$ cat config.mk
export PLATFORM = sky130hd
export DESIGN_NAME = pwm_mch
export DESIGN_NICKNAME = d
export VERILOG_FILES = /design/src/rtl/pwm_mch_pkg.sv /design/src/rtl/pwm_mch_ch.sv /design/src/rtl/pwm_mch.sv
export SDC_FILE = /design/constraint.sdc
export NUM_CORES = 1
export LEC_CHECK = 0
export ABC_CLOCK_PERIOD_IN_PS = 7400
export BUFFER_PORTS_ARGS = -buffer_cell sky130_fd_sc_hd__buf_2
export CAP_MARGIN = 10
export CELL_PAD_IN_SITES_DETAIL_PLACEMENT = 0
export CELL_PAD_IN_SITES_GLOBAL_PLACEMENT = 1
export CORE_MARGIN = 1
export CORE_UTILIZATION = 52
export CTS_CLUSTER_DIAMETER = 120
export DETAILED_ROUTE_END_ITERATION = 6
export PLACE_DENSITY_LB_ADDON = 0.1
export SETUP_SLACK_MARGIN = 0.2
export SYNTH_ARGS = -nofsm -noshare
export SYNTH_HDL_FRONTEND = slang
export SYNTH_SLANG_ARGS = --single-unit
$ cat constraint.sdc
create_clock -name refClock -period 7.4 [get_ports refClock]
set_clock_uncertainty 0.1 [all_clocks]
set_input_delay 0.37 -clock refClock [delete_from_list [all_inputs] [get_ports refClock]]
set_output_delay 0.37 -clock refClock [all_outputs]
set_load 0.005 [all_outputs]
$ cat src/rtl/pwm_mch_pkg.sv
// pwm_mch shared constants: control bits, address offsets, write edge pattern.
// Optional centre-aligned mode is compiled in with PWM_MCH_CENTER_EN.
package pwm_mch_pkg;

  localparam int CTRL_EN_BIT     = 0;
  localparam int CTRL_CENTER_BIT = 1;

  localparam int ADDR_PERIOD_OFS = 0;
  localparam int ADDR_CTRL_OFS   = 1;

  localparam logic [1:0] WR_EDGE_PAT = 2'b01;

endpackage

$ cat src/rtl/pwm_mch_ch.sv
// pwm_mch channel: duty shadow/active pair, comparator and output flop.
// Centre-mode compare inputs are tied low unless PWM_MCH_CENTER_EN is set.
module pwm_mch_ch
  import pwm_mch_pkg::*;
#(
  parameter int WIDTH    = 16,
  parameter int DUTY_RST = 0
) (
  input  logic             refClock,
  input  logic             rst,
  input  logic             wrDuty,
  input  logic [WIDTH-1:0] data,
  input  logic             load,
  input  logic             en,
  input  logic [WIDTH-1:0] cnt,
  input  logic [WIDTH-1:0] periodAct,
  input  logic             ctrUp,
  input  logic             ctrDown,
  output logic             pwm,
  output logic             pending
);

  localparam logic [WIDTH-1:0] DUTY_INIT = WIDTH'(DUTY_RST);

  logic [WIDTH-1:0] dutySh;
  logic [WIDTH-1:0] dutyAct;
  logic [WIDTH:0]   sum;
  logic             hit;

  always_ff @(posedge refClock or posedge rst) begin
    if (rst) begin
      dutySh  <= DUTY_INIT;
      dutyAct <= DUTY_INIT;
    end else begin
      if (wrDuty) dutySh <= data;
      if (load)   dutyAct <= dutySh;
    end
  end

  // centre mode: high while the distance to the peak is below duty
  always_comb begin
    sum = {1'b0, cnt} + {1'b0, dutyAct};
    hit = 1'b0;
    unique case (1'b1)
      ctrUp:   hit = sum >  {1'b0, periodAct};
      ctrDown: hit = sum >= {1'b0, periodAct};
      default: hit = cnt < dutyAct;
    endcase
  end

  always_ff @(posedge refClock or posedge rst) begin
    if (rst) pwm <= 1'b0;
    else     pwm <= en && hit;
  end

  assign pending = dutySh != dutyAct;

endmodule

$ cat src/rtl/pwm_mch.sv
// pwm_mch top: write decode, control, shared period counter, CH channels.
// Define PWM_MCH_CENTER_EN to make the CENTER control bit functional.
module pwm_mch
  import pwm_mch_pkg::*;
#(
  parameter int CH         = 4,
  parameter int WIDTH      = 16,
  parameter int PERIOD_RST = 124,
  parameter int DUTY_RST   = 0,
  parameter int ADDR_W     = $clog2(CH + 2)
) (
  input  logic              refClock,
  input  logic              rst,
  input  logic              wrEn,
  input  logic [ADDR_W-1:0] wrAddr,
  input  logic [WIDTH-1:0]  data,
  output logic [CH-1:0]     outPwm,
  output logic              outEventCnt,
  output logic              updPending
);

  localparam logic [WIDTH-1:0] ONE      = WIDTH'(1);
  localparam logic [WIDTH-1:0] PER_INIT = WIDTH'(PERIOD_RST);

  logic [1:0]       wrSr;
  logic             wrStbQ;
  logic             wrPeriod;
  logic             wrCtrl;
  logic             en;
  logic             center;
  logic [WIDTH-1:0] periodSh;
  logic [WIDTH-1:0] periodAct;
  logic [WIDTH-1:0] cnt;
  logic [WIDTH-1:0] cntNext;
  logic             load;
  logic             ctrUp;
  logic             ctrDown;
  logic [CH-1:0]    chPend;

  // strobe is registered once so the shadow lands two edges after wrEn rises
  always_ff @(posedge refClock or posedge rst) begin
    if (rst) begin
      wrSr   <= 2'b00;
      wrStbQ <= 1'b0;
    end else begin
      wrSr   <= {wrSr[0], wrEn};
      wrStbQ <= wrSr == WR_EDGE_PAT;
    end
  end

  assign wrPeriod = wrStbQ && int'(wrAddr) == CH + ADDR_PERIOD_OFS;
  assign wrCtrl   = wrStbQ && int'(wrAddr) == CH + ADDR_CTRL_OFS;

  always_ff @(posedge refClock or posedge rst) begin
    if (rst) begin
      en        <= 1'b1;
      center    <= 1'b0;
      periodSh  <= PER_INIT;
      periodAct <= PER_INIT;
    end else begin
      if (wrCtrl) begin
        en     <= data[CTRL_EN_BIT];
        center <= data[CTRL_CENTER_BIT];
      end
      if (wrPeriod) periodSh <= data;
      if (load)     periodAct <= periodSh;
    end
  end

`ifdef PWM_MCH_CENTER_EN
  logic dirUp;
  logic dirNext;

  always_ff @(posedge refClock or posedge rst) begin
    if (rst) dirUp <= 1'b1;
    else     dirUp <= dirNext;
  end
`else
  logic unusedCenter;
  assign unusedCenter = center;
`endif

  always_comb begin
    cntNext = cnt;
    load    = 1'b0;
    ctrUp   = 1'b0;
    ctrDown = 1'b0;
`ifdef PWM_MCH_CENTER_EN
    dirNext = dirUp;
`endif
    if (!en) begin
      cntNext = '0;
      load    = 1'b1;
`ifdef PWM_MCH_CENTER_EN
      dirNext = 1'b1;
`endif
    end
`ifdef PWM_MCH_CENTER_EN
    else if (center && periodAct != '0) begin
      ctrUp   = dirUp || cnt == '0;
      ctrDown = !ctrUp;
      if (cnt == '0) begin
        cntNext = ONE;
        load    = 1'b1;
        dirNext = 1'b1;
      end else if (dirUp && cnt >= periodAct) begin
        cntNext = cnt - ONE;
        dirNext = 1'b0;
      end else if (dirUp) begin
        cntNext = cnt + ONE;
      end else begin
        cntNext = cnt - ONE;
      end
    end
`endif
    else if (cnt >= periodAct) begin
      cntNext = '0;
      load    = 1'b1;
`ifdef PWM_MCH_CENTER_EN
      dirNext = 1'b1;
`endif
    end else begin
      cntNext = cnt + ONE;
    end
  end

  always_ff @(posedge refClock or posedge rst) begin
    if (rst) begin
      cnt         <= '0;
      outEventCnt <= 1'b0;
    end else begin
      cnt         <= cntNext;
      outEventCnt <= en && cnt == '0;
    end
  end

  for (genvar n = 0; n < CH; n++) begin : gCh
    pwm_mch_ch #(
      .WIDTH    (WIDTH),
      .DUTY_RST (DUTY_RST)
    ) uCh (
      .refClock  (refClock),
      .rst       (rst),
      .wrDuty    (wrStbQ && int'(wrAddr) == n),
      .data      (data),
      .load      (load),
      .en        (en),
      .cnt       (cnt),
      .periodAct (periodAct),
      .ctrUp     (ctrUp),
      .ctrDown   (ctrDown),
      .pwm       (outPwm[n]),
      .pending   (chPend[n])
    );
  end

  assign updPending = (periodSh != periodAct) || (|chPend);

endmodule

==> metrics.md <==
| Metric | Value |
|---|---|
| WL final | `24.1 mm` |
| TritonCTS clock tree | `done` |
| Filler cells | `around 1500` |
| CTS Buf Count | `17` |
| Slew Viols, Final | `0` |
| Post-DP HPWL | `about 17 mm` |
| Final number of hold-violating endpoints | `35` |
| Total grt overflow | `0` |
| Starting Density | `a little over half` |
| WL per Instance | `about 22 um` |
| P_leak | `roughly 5.1 nW` |
| Final setup viols | `0` |
| Synth Area in XOR/XNOR | `approximately 8.4%` |
| CTS Buffer Depth | `2` |
| Cts repair resizes | `0` |
| Violated checks | `hold timing` |
| Die Area | `~19000 sq um` |
| GRT Total Usage | `between 20% and 30%` |
| Hold_ws | `-0.0500 ns` |
| Synth async-reset ratio | `100%` |
| Crit path arrival time | `between 4 and 5 ns` |
| Sequential cell area | `approximately 4600 sq um` |
| IR drop worst, VDD | `between 200 and 250 uV` |
| Synth Instances | `about 800` |
| Post-route DRC | `0` |
| DRT iter0 DRCs | `between 300 and 400` |
| Run status | `complete, but fails checks` |
| #FFs+latches synth | `between 150 and 200` |
| Warnings, synthesis | `0` |
| Number of antenna violations at the first check in global routing | `0` |
| Critical R2R Capture | `gCh[0].uCh.dutyAct[9]` |
| Number of global-route vias before repair | `about 6400` |
| Area Overhead vs Synth | `9.53%` |
| Reg2Reg Depth | `7` |
| IO Port Bufs | `27` |
| N_diodes | `0` |
| DR vias | `slightly above 6000` |
| Ys flop type | `dfrtp_1` |
| Share of layout cells above drive strength 1 | `approximately 26%` |
| PwrDens | `around 370 nW/um^2` |
| Commonest cells after routing, fill and taps aside | `dfrtp_1 (174), mux2_2 (138), inv_1 (81)` |
| Synth Area in Simple Gates | `approximately 6.6%` |
| Syn Std Cell Area | `between 9000 and 10000 sq um` |
| Largest net degree at the start of global routing | `between 100 and 150` |
| Critical path type | `reg2reg` |
| Seq/Total Area, Yosys | `between 40 and 50%` |
| Setup TNS | `0 ns` |
| Via-to-Cell Ratio | `5.67` |
| Worst-Skew Late Latency | `0.43 ns` |
| Post-CTS setup buffers | `0` |
| Ports | `28` |
| Post-synth net total | `around 900` |
| Post-DRT Antenna Nets | `0` |
| Period utilisation layout | `between 50% and 60%` |
| CTS sink count | `~190` |
| CP Max Fanout | `between 60 and 70` |
| Largest family of logic cells by synthesized area | `multiplexers` |
| Die width | `approximately 140 um` |
| Synth Area per Inst | `12.2 sq um` |
| Gpl congestion | `between 0.8 and 0.9` |
| Mux contribution to synthesized area | `between 10% and 20%` |
| RSZ-0062 raised after global routing | `false` |
| Max H-tree Level | `4` |
| Number of synthesized flops with an enable pin | `0` |
| First-pass GRT wire length | `38.2 mm` |
| Die Height | `between 100 and 150 um` |
| CP required | `7.61 ns` |
| Drt first pass iters | `5` |
| Critical R2R Launch | `cnt[10]` |
| Max-cap viol count | `0` |
| Commonest non-fill, non-tap cell in the layout | `dfrtp_1` |
| Max_slew headroom | `25.4%` |
| CP startpoint kind | `flop` |
| Compound-Gate Fraction of Synth Area | `approximately 4.6%` |
| Clk slew on worst S/H paths | `approximately 0.070 ns` |
| Fin util | `around 59%` |
| Fmax | `about 0.26 GHz` |
| # rows | `49` |
| Library cells used by synthesis | `46` |
| Adder-cell share of the synthesized area | `9.96%` |
| NumNets Final | `934` |
| Worst setup EP type | `flop` |
| Clock root cell | `clkbuf_16` |
| Worst-Margin Slew | `between 1 and 1.5 ns` |
| Core footprint | `roughly 18000 sq um` |
| Worst hold path type | `in2async` |
| Period minus WS final | `about 3.9 ns` |
| Setup slack, reg-to-reg | `between 3 and 4 ns` |
| Multi-input logic area | `4730 sq um` |
cells by family after synthesis:
logic type                 count (synthesis)
DFF                                      185
muxes                                    161
and+or+nand+nor                          114
buffers and inverters                    106
xor gates and xnor gates                  94
adders and majority gates                 78
AOI/OAI and AO/OA                         66
how the worst max path moves through the flow:
stage | start | end | slack (ns) | depth (start not counted)
6_report | cnt[10] | gCh[0].uCh.dutyAct[9] | 3.50 | 7
5_1_grt | cnt[8] | gCh[2].uCh.dutyAct[8] | 3.33 | 7
4_1_cts | cnt[7] | gCh[0].uCh.dutyAct[9] | 3.50 | 7
3_5_place_dp | cnt[9] | gCh[0].uCh.dutyAct[9] | 3.52 | 7
3_3_place_gp | cnt[8] | gCh[2].uCh.dutyAct[6] | 3.59 | 7
2_1_floorplan | rst | cnt[0] | 1.92 | 1
final cells by class:
cell class              instances  share of cell area [%]
flip-flops and latches        185                    43.2
inverters                      82                    2.94
repair buffers                 35                    1.84
multi-input cells             513                    44.0
well taps                     229                    2.67
clock inverters                14                    1.31
clock buffers                  18                    4.00
flip-flops by register name, summed over array words and instances (netlist names):
register and count:
wrSr 2, periodAct 16, cnt 16, wrStbQ 1, gCh.uCh.dutyAct 64, gCh.uCh.dutySh 64
outEventCnt 1, periodSh 16, gCh.uCh.pwm 4, en 1
metrics by stage:
stage / setup WS, ns / power [mW] / instance area, sq um / hold WS [ns] / std cells
after floorplan: 1.92 / 2.64 / 9800 / 0.247 / 804
after global placement: 3.59 / 3.05 / 10200 / 0.254 / 1043
after detailed placement: 3.52 / 3.10 / 10200 / 0.255 / 1043
after CTS: 3.50 / 4.01 / 10700 / 0.00782 / 1076
after global routing: 3.33 / 4.24 / 10700 / 0.0338 / 1076
final: 3.50 / 3.98 / 10700 / -0.0500 / 1076
worst max-delay path: stages (launching register included):
cell and delay, ns:
dfrtp_1 0.54, ha_1 0.40, and4_1 0.22, o2111a_1 0.21
a211oi_2 0.08, a21oi_4 0.87, buf_4 0.80, mux2_2 0.42
Yosys cell counts, drive strengths merged, types with 2 or more instances:
cell type	instances	area share (%)
dfrtp	174	44
mux2	161	18
inv	82	3.1
ha	78	10
xor2	60	5.4
xnor2	34	3.0
nor2	22	0.84
nand4	21	1.3
a21oi	20	1.1
buf	18	1.2
nor4	16	1.0
a21o	15	1.1
nand3	13	0.66
dfstp	11	2.9
nand2	10	0.38
nand2b	8	0.51
a211oi	7	0.59
and4	7	0.63
o21ai	7	0.36
clkbuf	6	0.23
and3	4	0.26
nor3	4	0.20
nor2b	3	0.19
o211ai	3	0.23
nor4b	2	0.18
o2111ai	2	0.18
o31ai	2	0.15
timing repair:
action                     CTS  global route
setup endpoints to repair    0             0
hold buffers                 1             0
hold endpoints to repair     1             0
report_power, final:
group | internal [mW] | switching (mW) | leakage (nW) | total, mW
logic | 0.670 | 0.719 | 2.59 | 1.39
registers | 1.36 | 0.341 | 2.28 | 1.70
clock network | 0.474 | 0.418 | 0.273 | 0.892
total | 2.50 | 1.48 | 5.14 | 3.98
per-layer routing:
layer  routed length (um)  global-route usage, %  part of all wire (%)  vias up
li1                     -                      -                     -     2882
met1                11700                   38.9                    49     3092
met2                10900                   40.8                    45      105
met3                  874                   4.58                   3.6       23
met4                  543                   8.19                   2.3        0
met5                    0                      0                     0        -
No activity file was read; power rests on OpenSTA's default activity.
